<file path="src/rtl/r5_operand_sequencer_if.sv">
// Stream and operand-pair bus between the sample source, the radix-5 sequencer
// and the downstream complex adder stage.
interface r5_operand_sequencer_if #(
   parameter int DW = 32
);
   logic          in_valid;
   logic          in_ready;
   logic [DW-1:0] in_re;
   logic [DW-1:0] in_img;
   logic          in_last;
   logic          op_valid;
   logic          op_ready;
   logic [DW-1:0] a_re;
   logic [DW-1:0] a_img;
   logic [DW-1:0] b_re;
   logic [DW-1:0] b_img;
   logic [1:0]    op_idx;
   logic          op_last;
   logic          frame_err;

   modport master (
      output in_valid, in_re, in_img, in_last, op_ready,
      input  in_ready, op_valid, a_re, a_img, b_re, b_img, op_idx, op_last, frame_err
   );

   modport slave (
      input  in_valid, in_re, in_img, in_last, op_ready,
      output in_ready, op_valid, a_re, a_img, b_re, b_img, op_idx, op_last, frame_err
   );
endinterface

</file>
<file path="src/rtl/r5_operand_sequencer.sv">
// Radix-5 butterfly input stage: ping-pong buffers 5-sample frames and issues
// operand pairs (x1,x4), (x2,x3), (x0,0) to the complex adder.
module r5_operand_sequencer #(
   parameter int DW  = 32,
   parameter int NPT = 5
) (
   input logic                   clk,
   input logic                   rst_n,
   r5_operand_sequencer_if.slave bus
);

   generate
      if (NPT != 5) begin : g_npt_check
         $error("r5_operand_sequencer: NPT must be 5");
      end
   endgenerate

   typedef enum logic [0:0] {
      S_IDLE  = 1'b0,
      S_ISSUE = 1'b1
   } state_e;

   state_e        state_q, state_d;
   logic          rb_q, rb_d;
   logic          wb_q, wb_d;
   logic [2:0]    widx_q, widx_d;
   logic [1:0]    full_q, full_d;
   logic [1:0]    idx_q, idx_d;
   logic          op_valid_q, op_valid_d;
   logic          op_last_q, op_last_d;
   logic          frame_err_q, frame_err_d;
   logic [DW-1:0] a_re_q, a_re_d;
   logic [DW-1:0] a_img_q, a_img_d;
   logic [DW-1:0] b_re_q, b_re_d;
   logic [DW-1:0] b_img_q, b_img_d;
   logic [DW-1:0] bank_re_q  [2][NPT];
   logic [DW-1:0] bank_img_q [2][NPT];

   logic in_ready_s;
   logic acc_s;
   logic fire_s;
   logic wr_en_s;
   logic set_full_s;
   logic clr_full_s;

   // A freed bank only reopens after the free edge because ready looks at the flopped full bits.
   assign in_ready_s = rst_n & ~full_q[wb_q];
   assign acc_s      = bus.in_valid & in_ready_s;
   assign fire_s     = op_valid_q & bus.op_ready;

   // Write path: sample indexing, frame commit and framing-error detection.
   always_comb begin
      widx_d      = widx_q;
      wb_d        = wb_q;
      wr_en_s     = 1'b0;
      set_full_s  = 1'b0;
      frame_err_d = 1'b0;
      if (acc_s) begin
         wr_en_s = 1'b1;
         if (widx_q == 3'd4) begin
            widx_d      = 3'd0;
            wb_d        = ~wb_q;
            set_full_s  = 1'b1;
            frame_err_d = ~bus.in_last;
         end else if (bus.in_last) begin
            widx_d      = 3'd0;
            frame_err_d = 1'b1;
         end else begin
            widx_d = widx_q + 3'd1;
         end
      end else begin
         wr_en_s = 1'b0;
      end
   end

   // Read FSM next state: pair stepping, bank release and back-to-back continuation.
   always_comb begin
      state_d    = state_q;
      idx_d      = idx_q;
      rb_d       = rb_q;
      clr_full_s = 1'b0;
      case (state_q)
         S_IDLE: begin
            if (full_q[rb_q]) begin
               state_d = S_ISSUE;
               idx_d   = 2'd0;
            end else begin
               state_d = S_IDLE;
            end
         end
         S_ISSUE: begin
            if (fire_s) begin
               if (idx_q == 2'd2) begin
                  clr_full_s = 1'b1;
                  rb_d       = ~rb_q;
                  idx_d      = 2'd0;
                  state_d    = full_q[~rb_q] ? S_ISSUE : S_IDLE;
               end else begin
                  idx_d = idx_q + 2'd1;
               end
            end else begin
               state_d = S_ISSUE;
            end
         end
         default: begin
            state_d = S_IDLE;
            idx_d   = 2'd0;
         end
      endcase
   end

   // Bank occupancy: commit and release always target different banks.
   always_comb begin
      full_d = full_q;
      if (set_full_s) begin
         full_d[wb_q] = 1'b1;
      end else begin
         full_d[wb_q] = full_q[wb_q];
      end
      if (clr_full_s) begin
         full_d[rb_q] = 1'b0;
      end else begin
         full_d[rb_q] = full_d[rb_q];
      end
   end

   // Output decode: operand pair for the next cycle, zero while idle.
   always_comb begin
      op_valid_d = (state_d == S_ISSUE);
      op_last_d  = 1'b0;
      a_re_d     = '0;
      a_img_d    = '0;
      b_re_d     = '0;
      b_img_d    = '0;
      if (op_valid_d) begin
         case (idx_d)
            2'd0: begin
               a_re_d  = bank_re_q[rb_d][3'd1];
               a_img_d = bank_img_q[rb_d][3'd1];
               b_re_d  = bank_re_q[rb_d][3'd4];
               b_img_d = bank_img_q[rb_d][3'd4];
            end
            2'd1: begin
               a_re_d  = bank_re_q[rb_d][3'd2];
               a_img_d = bank_img_q[rb_d][3'd2];
               b_re_d  = bank_re_q[rb_d][3'd3];
               b_img_d = bank_img_q[rb_d][3'd3];
            end
            2'd2: begin
               a_re_d    = bank_re_q[rb_d][3'd0];
               a_img_d   = bank_img_q[rb_d][3'd0];
               op_last_d = 1'b1;
            end
            default: begin
               op_last_d = 1'b0;
            end
         endcase
      end else begin
         op_last_d = 1'b0;
      end
   end

   // State, bank storage and registered outputs.
   always_ff @(posedge clk or negedge rst_n) begin
      if (!rst_n) begin
         state_q     <= S_IDLE;
         rb_q        <= 1'b0;
         wb_q        <= 1'b0;
         widx_q      <= 3'd0;
         full_q      <= 2'b00;
         idx_q       <= 2'd0;
         op_valid_q  <= 1'b0;
         op_last_q   <= 1'b0;
         frame_err_q <= 1'b0;
         a_re_q      <= '0;
         a_img_q     <= '0;
         b_re_q      <= '0;
         b_img_q     <= '0;
         for (int b = 0; b < 2; b++) begin
            for (int i = 0; i < NPT; i++) begin
               bank_re_q[b][i]  <= '0;
               bank_img_q[b][i] <= '0;
            end
         end
      end else begin
         state_q     <= state_d;
         rb_q        <= rb_d;
         wb_q        <= wb_d;
         widx_q      <= widx_d;
         full_q      <= full_d;
         idx_q       <= idx_d;
         op_valid_q  <= op_valid_d;
         op_last_q   <= op_last_d;
         frame_err_q <= frame_err_d;
         a_re_q      <= a_re_d;
         a_img_q     <= a_img_d;
         b_re_q      <= b_re_d;
         b_img_q     <= b_img_d;
         if (wr_en_s) begin
            bank_re_q[wb_q][widx_q]  <= bus.in_re;
            bank_img_q[wb_q][widx_q] <= bus.in_img;
         end
      end
   end

   assign bus.in_ready  = in_ready_s;
   assign bus.op_valid  = op_valid_q;
   assign bus.op_idx    = idx_q;
   assign bus.op_last   = op_last_q;
   assign bus.frame_err = frame_err_q;
   assign bus.a_re      = a_re_q;
   assign bus.a_img     = a_img_q;
   assign bus.b_re      = b_re_q;
   assign bus.b_img     = b_img_q;

endmodule

</file>
<file path="src/flat_wrapper.sv">
// flat-port wrapper written by rule: the top's interface ports become plain ports
module r5_operand_sequencer_flat 
#(
   parameter int DW  = 32,
   parameter int NPT = 5
)
  (clk, rst_n, bus_in_valid, bus_in_re, bus_in_img, bus_in_last, bus_op_ready, bus_in_ready, bus_op_valid, bus_a_re, bus_a_img, bus_b_re, bus_b_img, bus_op_idx, bus_op_last, bus_frame_err);
  r5_operand_sequencer_if #(.DW(DW)) bus_i ();
  input logic clk;
  input logic rst_n;
  input wire logic [$bits(bus_i.in_valid)-1:0] bus_in_valid;
  input wire logic [$bits(bus_i.in_re)-1:0] bus_in_re;
  input wire logic [$bits(bus_i.in_img)-1:0] bus_in_img;
  input wire logic [$bits(bus_i.in_last)-1:0] bus_in_last;
  input wire logic [$bits(bus_i.op_ready)-1:0] bus_op_ready;
  output wire logic [$bits(bus_i.in_ready)-1:0] bus_in_ready;
  output wire logic [$bits(bus_i.op_valid)-1:0] bus_op_valid;
  output wire logic [$bits(bus_i.a_re)-1:0] bus_a_re;
  output wire logic [$bits(bus_i.a_img)-1:0] bus_a_img;
  output wire logic [$bits(bus_i.b_re)-1:0] bus_b_re;
  output wire logic [$bits(bus_i.b_img)-1:0] bus_b_img;
  output wire logic [$bits(bus_i.op_idx)-1:0] bus_op_idx;
  output wire logic [$bits(bus_i.op_last)-1:0] bus_op_last;
  output wire logic [$bits(bus_i.frame_err)-1:0] bus_frame_err;
  assign bus_i.in_valid = bus_in_valid;
  assign bus_i.in_re = bus_in_re;
  assign bus_i.in_img = bus_in_img;
  assign bus_i.in_last = bus_in_last;
  assign bus_i.op_ready = bus_op_ready;
  assign bus_in_ready = bus_i.in_ready;
  assign bus_op_valid = bus_i.op_valid;
  assign bus_a_re = bus_i.a_re;
  assign bus_a_img = bus_i.a_img;
  assign bus_b_re = bus_i.b_re;
  assign bus_b_img = bus_i.b_img;
  assign bus_op_idx = bus_i.op_idx;
  assign bus_op_last = bus_i.op_last;
  assign bus_frame_err = bus_i.frame_err;
  r5_operand_sequencer #(.DW(DW), .NPT(NPT)) u_core (.clk(clk), .rst_n(rst_n), .bus(bus_i));
endmodule
</file>
<file path="config.mk">
export PLATFORM = sky130hd
export DESIGN_NAME = r5_operand_sequencer_flat
export DESIGN_NICKNAME = d
export VERILOG_FILES = /design/src/rtl/r5_operand_sequencer_if.sv /design/src/rtl/r5_operand_sequencer.sv /design/src/flat_wrapper.sv
export SDC_FILE = /design/constraint.sdc
export NUM_CORES = 1
export LEC_CHECK = 0
export ABC_CLOCK_PERIOD_IN_PS = 2200
export CORE_ASPECT_RATIO = 0.5
export CORE_MARGIN = 5
export CORE_UTILIZATION = 50
export DETAILED_ROUTE_END_ITERATION = 10
export PLACE_DENSITY = 0.69
export SYNTH_ARGS = -nofsm -noshare
export SYNTH_HDL_FRONTEND = slang
export SYNTH_SLANG_ARGS = --single-unit
export TNS_END_PERCENT = 30
</file>
<file path="constraint.sdc">
create_clock -name clk -period 2.2 [get_ports clk]
set_input_delay 0.22 -clock clk [delete_from_list [all_inputs] [get_ports clk]]
set_output_delay 0.22 -clock clk [all_outputs]
set_load 0.1 [all_outputs]
</file>
==> flow_metrics.py, run 1 <==
metrics = {
    "status": {
        "status": "finished clean",
    },
    "setup_path": {
        "worstSetupEndpointType": "register",
        "arrival_ps": 2580,
        "reg2reg_setup_slack_ps": 100,
        "endpoint": "u_core.bus.a_img[3]$_DFF_PN0_",
        "cp-startpoint": "u_core.bus.op_idx[0]$_DFF_PN0_",
        "critPathRequiredTime_ps": 2680,
        "worstSetupStartpointType": "register",
        "crit_type": "reg -> reg",
        "reg2reg_depth": 8,
        "timing.rr.end": "u_core.bus.a_img[3]$_DFF_PN0_",
        "regToRegStartpoint": "u_core.bus.op_idx[0]$_DFF_PN0_",
        "critical_path_peak_fanout": 43,
    },
    "power": {
        "leakage_nw": 18.8,
        "power_density_nw_per_um2": 1440,
        "ir_drop_mv": 1.00,
        "power_mw": 57.0,
    },
    "drt": {
        "dr.pass1.iters": 5,
        "wl_per_cell_um": 21.3,
        "ant_nets": 0,
        "vias_per_cell": 5.60,
        "via_count": 21002,
        "wl_mm": 79.8,
        "drt-initial-drc-count": 1389,
        "route.detailed.drc": 0,
    },
    "timing": {
        "slew_violations": 0,
        "setup_viol": 0,
        "hold_ws_ps": 272,
        "max-slew-margin-rel_pct": 27.2,
        "rsz0062_at_grt": "no",
        "fin_crit_ps": 2100,
        "fin_crit_sh_pct": 95.5,
        "fin_skew_ps": 14.7,
        "worstMarginPinSlew_ps": 1090,
        "setup_ws_ps": 99.8,
        "hold_viol": 0,
        "clock.fmax_mhz": 476,
    },
    "clocking": {
        "cts_buffers": 71,
        "clockBufferDepth": 3,
        "htree_levels": 3,
        "worstSkewPairLatency_ps": 620,
        "post_cts_buffers": 0,
        "cts_num_sinks": 780,
        "cts_tree": "yes",
        "clockRootBuffer": "clkbuf_16",
        "path_clk_slew_ps": 60,
    },
    "placement": {
        "port_buffers": 202,
        "dpl.hpwl_mm": 48.9,
        "place.gp.congestion": 0.816,
        "place_inst": 3621,
        "placed_area_um2": 37200,
        "post-place-ws_ps": -93.5,
    },
    "yosys": {
        "yosysMostFrequentCell": "dfrtp_1",
        "synthCells": 2637,
        "synth_common_cells": "dfrtp_1, mux2_2, nand2_1",
        "synth.area.top_cells": "dfrtp_1, mux2_2, nand2_1",
        "synth_top_area_share_pct": 58.3,
        "ys_warn_count": 0,
        "synth_ff_type": "dfrtp_1",
        "ys_ff_latch": 780,
        "synth.distinct_cells": 37,
        "synth_edf_count": 0,
        "syn_area_um2": 33500,
        "syn-mean-instance-area_um2": 12.7,
        "synth_top_area_cell": "dfrtp_1",
        "synth_seq_area_share_pct": 58.3,
        "synthArstFlopShare_pct": 100,
        "synth_nets": 2708,
    },
    "floorplanning": {
        "die_height_um": 193,
        "ioPinCount": 203,
        "die_x_um": 376,
        "core_um2": 66600,
        "die_area_um2": 72600,
        "initial_core_util_pct": 50.3,
        "fp-row-count": 67,
    },
    "cells_and_area": {
        "nNetsFinal": 2870,
        "area_growth_pct": 18.1,
        "fill_cells": 5323,
        "final_cell_area_um2": 39600,
        "drive_above_1_share_pct": 36.2,
        "fin_cells": 3752,
    },
    "global_route": {
        "grt_pass1_vias": 22114,
        "grt_pass1_wl_mm": 128,
        "track_usage_pct": 22.2,
        "grt_remaining_overflow": 0,
        "grt_max_degree": 189,
        "antenna_found_initial": 1,
    },
    "worst_hold_path": {
        "worstHoldPathType": "in -> async",
    },
    "flow_run": {
        "max-cap-violations": 0,
    },
}
routing by layer:
metal / GRT usage [%] / share of wire, % / vias up
met4: 5.27 / 1.9 / 0
met3: 3.37 / 3.6 / 103
met5: 0 / 0 / -
met1: 30.7 / 46 / 11054
li1: - / - / 9477
met2: 37.6 / 49 / 368
stage by stage:
stage               util [%]  setup TNS, ps
floorplan                  -              0
CTS                     59.4              0
detailed placement      55.8          -2520
finish                  59.4              0
global placement        55.8          -1560
global route            59.4              0
cell families (layout without fill, tap and decap cells):
family	Yosys count	in the layout	share of synthesized area (%)
DFF	780	780	58.3
muxes	770	770	25.4
and+or+nand+nor	492	492	5.78
AOI/OAI and AO/OA	346	346	6.75
buffers and inverters	245	462	3.63
adders and majority gates	2	2	0.0747
xor gates and xnor gates	2	2	0.108
other	0	1	0
area by class of cell:
type / instances / area [um2] / area share [%]
clock buffer: 112 / 2200 / 5.55
tap: 897 / 1120 / 2.84
clock inverter: 16 / 200 / 0.506
timing repair buffer: 328 / 3630 / 9.17
sequential: 780 / 19500 / 49.3
inverter: 6 / 27.5 / 0.0695
multi-input combinational: 1612 / 12900 / 32.5
antenna: 1 / 2.50 / 0.00632
how the worst min path moves through the flow:
stage          slack, ps  cells past startpoint         start                                 to
2_1_floorplan        -80                      0         rst_n   u_core.bank_img_q[0]$_DFFE_PN0P_
4_1_cts              300                      3  bus_in_valid       u_core.widx_q[0]$_DFFE_PN0P_
3_3_place_gp          40                      1         rst_n  u_core.bank_img_q[21]$_DFFE_PN0P_
3_5_place_dp          40                      1         rst_n  u_core.bank_img_q[24]$_DFFE_PN0P_
6_report             270                      3         rst_n       u_core.widx_q[0]$_DFFE_PN0P_
5_1_grt              340                      3  bus_in_valid       u_core.widx_q[0]$_DFFE_PN0P_
state kept, by name (all words and copies together) (netlist names):
name	cells
u_core.bus.a_img	32
u_core.bus.a_re	32
u_core.bus.op_last	1
u_core.bank_img_q	320
u_core.state_q	1
u_core.wb_q	1
u_core.bank_re_q	320
u_core.widx_q	3
u_core.bus.frame_err	1
u_core.bus.b_img	32
u_core.full_q	2
u_core.bus.op_idx	2
u_core.bus.b_re	32
u_core.rb_q	1
timing repair:
item	in CTS	in global routing
endpoints found under the setup margin	0	9
hold buffers	2	0
hold endpoints to repair	527	0
resized for setup	0	1
cell usage in the layout (no fill, tap or decap), types with 5 or more instances in the layout:
master / n
a21oi_1: 196
buf_12: 79
buf_4: 179
clkbuf_1: 19
clkbuf_16: 75
clkbuf_8: 18
clkdlybuf4s50_1: 67
clkinv_2: 6
dfrtp_1: 777
inv_1: 5
mux2_2: 641
mux2i_1: 129
nand2_1: 390
nor2_1: 77
o21ai_0: 11
o22a_1: 65
o31a_1: 64
report_power, final:
part	switching, mW	leakage [nW]	total [mW]	internal, mW
Clock	5.44	1.17	12.8	7.35
Sequential	2.38	10.4	21.3	18.9
Combinational	13.4	7.25	22.9	9.49
worst max-delay path: stages (launching register included):
cell	delay [ps]
dfrtp_2	480
nand4b_4	230
xnor2_4	220
buf_12	200
inv_6	90
buf_12	190
nand2_1	110
a21oi_1	80
o31a_1	330
Power figures use the tool's default switching activity.
==> run 2: changes to the inputs <==
--- a/config.mk
+++ b/config.mk
@@ -5,12 +5,13 @@
 export SDC_FILE = /design/constraint.sdc
 export NUM_CORES = 1
 export LEC_CHECK = 0
+export ABC_AREA = 1
 export ABC_CLOCK_PERIOD_IN_PS = 2200
 export CORE_ASPECT_RATIO = 0.5
 export CORE_MARGIN = 5
-export CORE_UTILIZATION = 50
+export CORE_UTILIZATION = 51
 export DETAILED_ROUTE_END_ITERATION = 10
-export PLACE_DENSITY = 0.69
+export PLACE_DENSITY = 0.7
 export SYNTH_ARGS = -nofsm -noshare
 export SYNTH_HDL_FRONTEND = slang
 export SYNTH_SLANG_ARGS = --single-unit
==> run 2 against run 1 <==
  * Core utilization increased by 0.68 points
  * Clock power decreased by 3%
  * Via count increased by 30%
  * Final area decreased by 1.4%
  * Clock skew increased by 5.5 ps
  * Power decreased by 52%
  * Largest power group is now sequential cells
  * Clock-buffer cell count decreased by 7
  * Die area decreased by 2.0%
==> flow_metrics.py, run 2 <==
metrics = {
    "floorplanning": {
        "core_um2": 65000,
        "ioPinCount": 203,
        "die_x_um": 372,
        "die_height_um": 191,
        "initial_core_util_pct": 51.5,
        "die_area_um2": 71200,
        "fp-row-count": 66,
    },
    "yosys": {
        "synthArstFlopShare_pct": 100,
        "synth_edf_count": 0,
        "ys_ff_latch": 780,
        "ys_warn_count": 0,
        "synthCells": 4035,
        "syn-mean-instance-area_um2": 8.30,
        "synth_top_area_cell": "dfrtp_1",
        "synth.distinct_cells": 22,
        "synth_xor_area_share_pct": 0.0262,
        "yosysMostFrequentCell": "nand2_1",
        "synthSimpleGateAreaFrac_pct": 23.5,
        "synthMuxAreaShare_pct": 0,
        "synthAdderAreaFrac_pct": 0.0748,
        "synth_top_family_by_area": "simple AND/OR/NAND/NOR gates",
        "synth_nets": 4106,
        "synth_common_cells": "nand2_1, dfrtp_1, o21ai_1",
        "synth_ff_type": "dfrtp_1",
        "synth.area.top_cells": "dfrtp_1, nand2_1, o21ai_1",
        "syn_area_um2": 33500,
        "synth_seq_area_share_pct": 58.3,
        "synth_top_area_share_pct": 58.3,
        "synth-compound-area-share_pct": 11.7,
    },
    "drt": {
        "wl_mm": 84.4,
        "vias_per_cell": 5.35,
        "route.detailed.drc": 0,
        "ant_nets": 0,
        "via_count": 27222,
        "dr.pass1.iters": 5,
        "wl_per_cell_um": 16.6,
        "drt-initial-drc-count": 2569,
    },
    "setup_path": {
        "crit_type": "reg -> reg",
        "regToRegStartpoint": "u_core.rb_q$_DFF_PN0_",
        "critPathRequiredTime_ps": 2720,
        "worstSetupStartpointType": "register",
        "reg2reg_setup_slack_ps": 170,
        "endpoint": "u_core.bus.b_re[9]$_DFF_PN0_",
        "critical_path_peak_fanout": 24,
        "worstSetupEndpointType": "register",
        "cp-startpoint": "u_core.rb_q$_DFF_PN0_",
        "reg2reg_depth": 11,
        "timing.rr.end": "u_core.bus.b_re[9]$_DFF_PN0_",
        "arrival_ps": 2560,
    },
    "worst_hold_path": {
        "worstHoldPathType": "in -> reg",
    },
    "cells_and_area": {
        "drive_above_1_share_pct": 9.28,
        "post-route-util_pct": 60.1,
        "diodes": 0,
        "area_growth_pct": 16.6,
        "fin_cells": 5085,
        "layout_commonest_cell": "nand2_1",
        "nNetsFinal": 4223,
        "most-common-layout-cells": "nand2_1, dfrtp_1, o21ai_1, nand3_1, o21ai_0",
        "largestRegisters": "u_core.bank_img_q (320), u_core.bank_re_q (320)",
        "fill_cells": 5648,
    },
    "clocking": {
        "cts_num_sinks": 780,
        "cts_tree": "yes",
        "path_clk_slew_ps": 70,
        "post_cts_buffers": 0,
        "cts_buffers": 71,
        "htree_levels": 3,
        "worstSkewPairLatency_ps": 610,
        "clockRootBuffer": "clkbuf_16",
        "clockBufferDepth": 3,
    },
    "power": {
        "p_seq_share_pct": 52.3,
        "intPower_mw": 21.6,
        "switching_share_pct": 21.2,
        "clkPwrFrac_pct": 45.4,
        "leakage_nw": 19.6,
        "power_frac_comb_pct": 2.3,
        "ir_drop_mv": 0.567,
        "power_density_nw_per_um2": 702,
        "power_mw": 27.4,
        "p_sw_mw": 5.82,
    },
    "global_route": {
        "track_usage_pct": 24.3,
        "grt_remaining_overflow": 0,
        "antenna_found_initial": 0,
        "grt_pass1_wl_mm": 141,
        "grt_pass1_vias": 27023,
        "grt_max_degree": 165,
    },
    "placement": {
        "dpl.hpwl_mm": 52.4,
        "place.gp.congestion": 0.835,
        "place_inst": 4961,
        "post-place-ws_ps": -25.4,
        "port_buffers": 202,
    },
    "timing": {
        "max-slew-margin-rel_pct": 34.8,
        "worstMarginPinSlew_ps": 978,
        "rsz0062_at_grt": "no",
        "setup_ws_ps": 165,
        "fin_crit_ps": 2030,
        "fin_tns_setup_ps": 0,
        "slew_violations": 0,
        "clock.fmax_mhz": 492,
        "setup_viol": 0,
        "hold_viol": 0,
        "fin_crit_sh_pct": 92.5,
        "fin_skew_ps": 20.2,
    },
    "status": {
        "status": "finished clean",
    },
    "flow_run": {
        "max-cap-violations": 0,
    },
}
run 2: how the worst min path moves through the flow:
| stage | from | end | slack [ps] | cells past startpoint |
|---|---|---|---|---|
| after global placement | rst_n | u_core.bank_img_q[190]$_DFFE_PN0P_ | 50 | 1 |
| final | bus_in_img[19] | u_core.bank_img_q[179]$_DFFE_PN0P_ | 200 | 3 |
| after floorplan | rst_n | u_core.bank_img_q[0]$_DFFE_PN0P_ | -80 | 0 |
| after detailed placement | rst_n | u_core.bus.b_img[30]$_DFF_PN0_ | 50 | 1 |
| after global routing | bus_in_re[14] | u_core.bank_re_q[174]$_DFFE_PN0P_ | 190 | 3 |
| after CTS | bus_in_re[10] | u_core.bank_re_q[170]$_DFFE_PN0P_ | 170 | 3 |
run 2: repair_timing:
action,CTS,global route
endpoints found under the hold margin,308,0
resized for setup,0,1
hold buffers,2,0
endpoints found under the setup margin,0,1
run 2: power groups by stage:
| stage | clock network [mW] | registers (mW) | logic [mW] |
|---|---|---|---|
| 2_1_floorplan | 0 | 14.6 | 0.113 |
| 3_3_place_gp | 0 | 14.6 | 0.651 |
| 3_5_place_dp | 0 | 14.6 | 0.652 |
| 4_1_cts | 12.7 | 14.3 | 0.657 |
| 5_1_grt | 13.3 | 14.3 | 0.724 |
| 6_report | 12.4 | 14.3 | 0.632 |
run 2: cell type report:
| type | count | area, um2 | area share, % |
|---|---|---|---|
| Clock buffer | 105 | 2080 | 5.32 |
| Clock inverter | 17 | 213 | 0.545 |
| Inverter | 207 | 777 | 1.99 |
| Multi-Input combinational cell | 2762 | 12000 | 30.7 |
| Sequential cell | 780 | 19500 | 50.0 |
| Tap cell | 884 | 1110 | 2.83 |
| Timing Repair Buffer | 330 | 3380 | 8.66 |
run 2: logic make-up after synthesis:
family | after synthesis
fa+ha+maj | 2
simple gates | 1981
flops | 780
compound gates | 778
xor+xnor | 1
buf+inv | 493
run 2: per-stage QoR:
step | hold WS (ps) | cell area, um2
floorplan | -75.6 | 33500
global placement | 49.6 | 36700
detailed placement | 51.9 | 36700
CTS | 170 | 39000
global route | 192 | 39000
finish | 201 | 39000
run 2: per-layer routing:
| metal | track usage, % | up-vias | share of wire [%] |
|---|---|---|---|
| met1 | 34.4 | 13267 | 45 |
| met3 | 3.70 | 115 | 5.2 |
| met5 | 0 | - | 0 |
| li1 | - | 13136 | - |
| met4 | 6.14 | 0 | 2.0 |
| met2 | 39.9 | 704 | 47 |
run 2: worst max-delay path: stages (launching register included):
cell and delay, ps:
dfrtp_1 490, inv_2 140, nand2_1 100, nand3_1 80, nand2_1 50, nand2_1 130
inv_1 100, nor2_4 170, buf_12 210, buf_12 200, nand2_1 80, a21oi_1 170
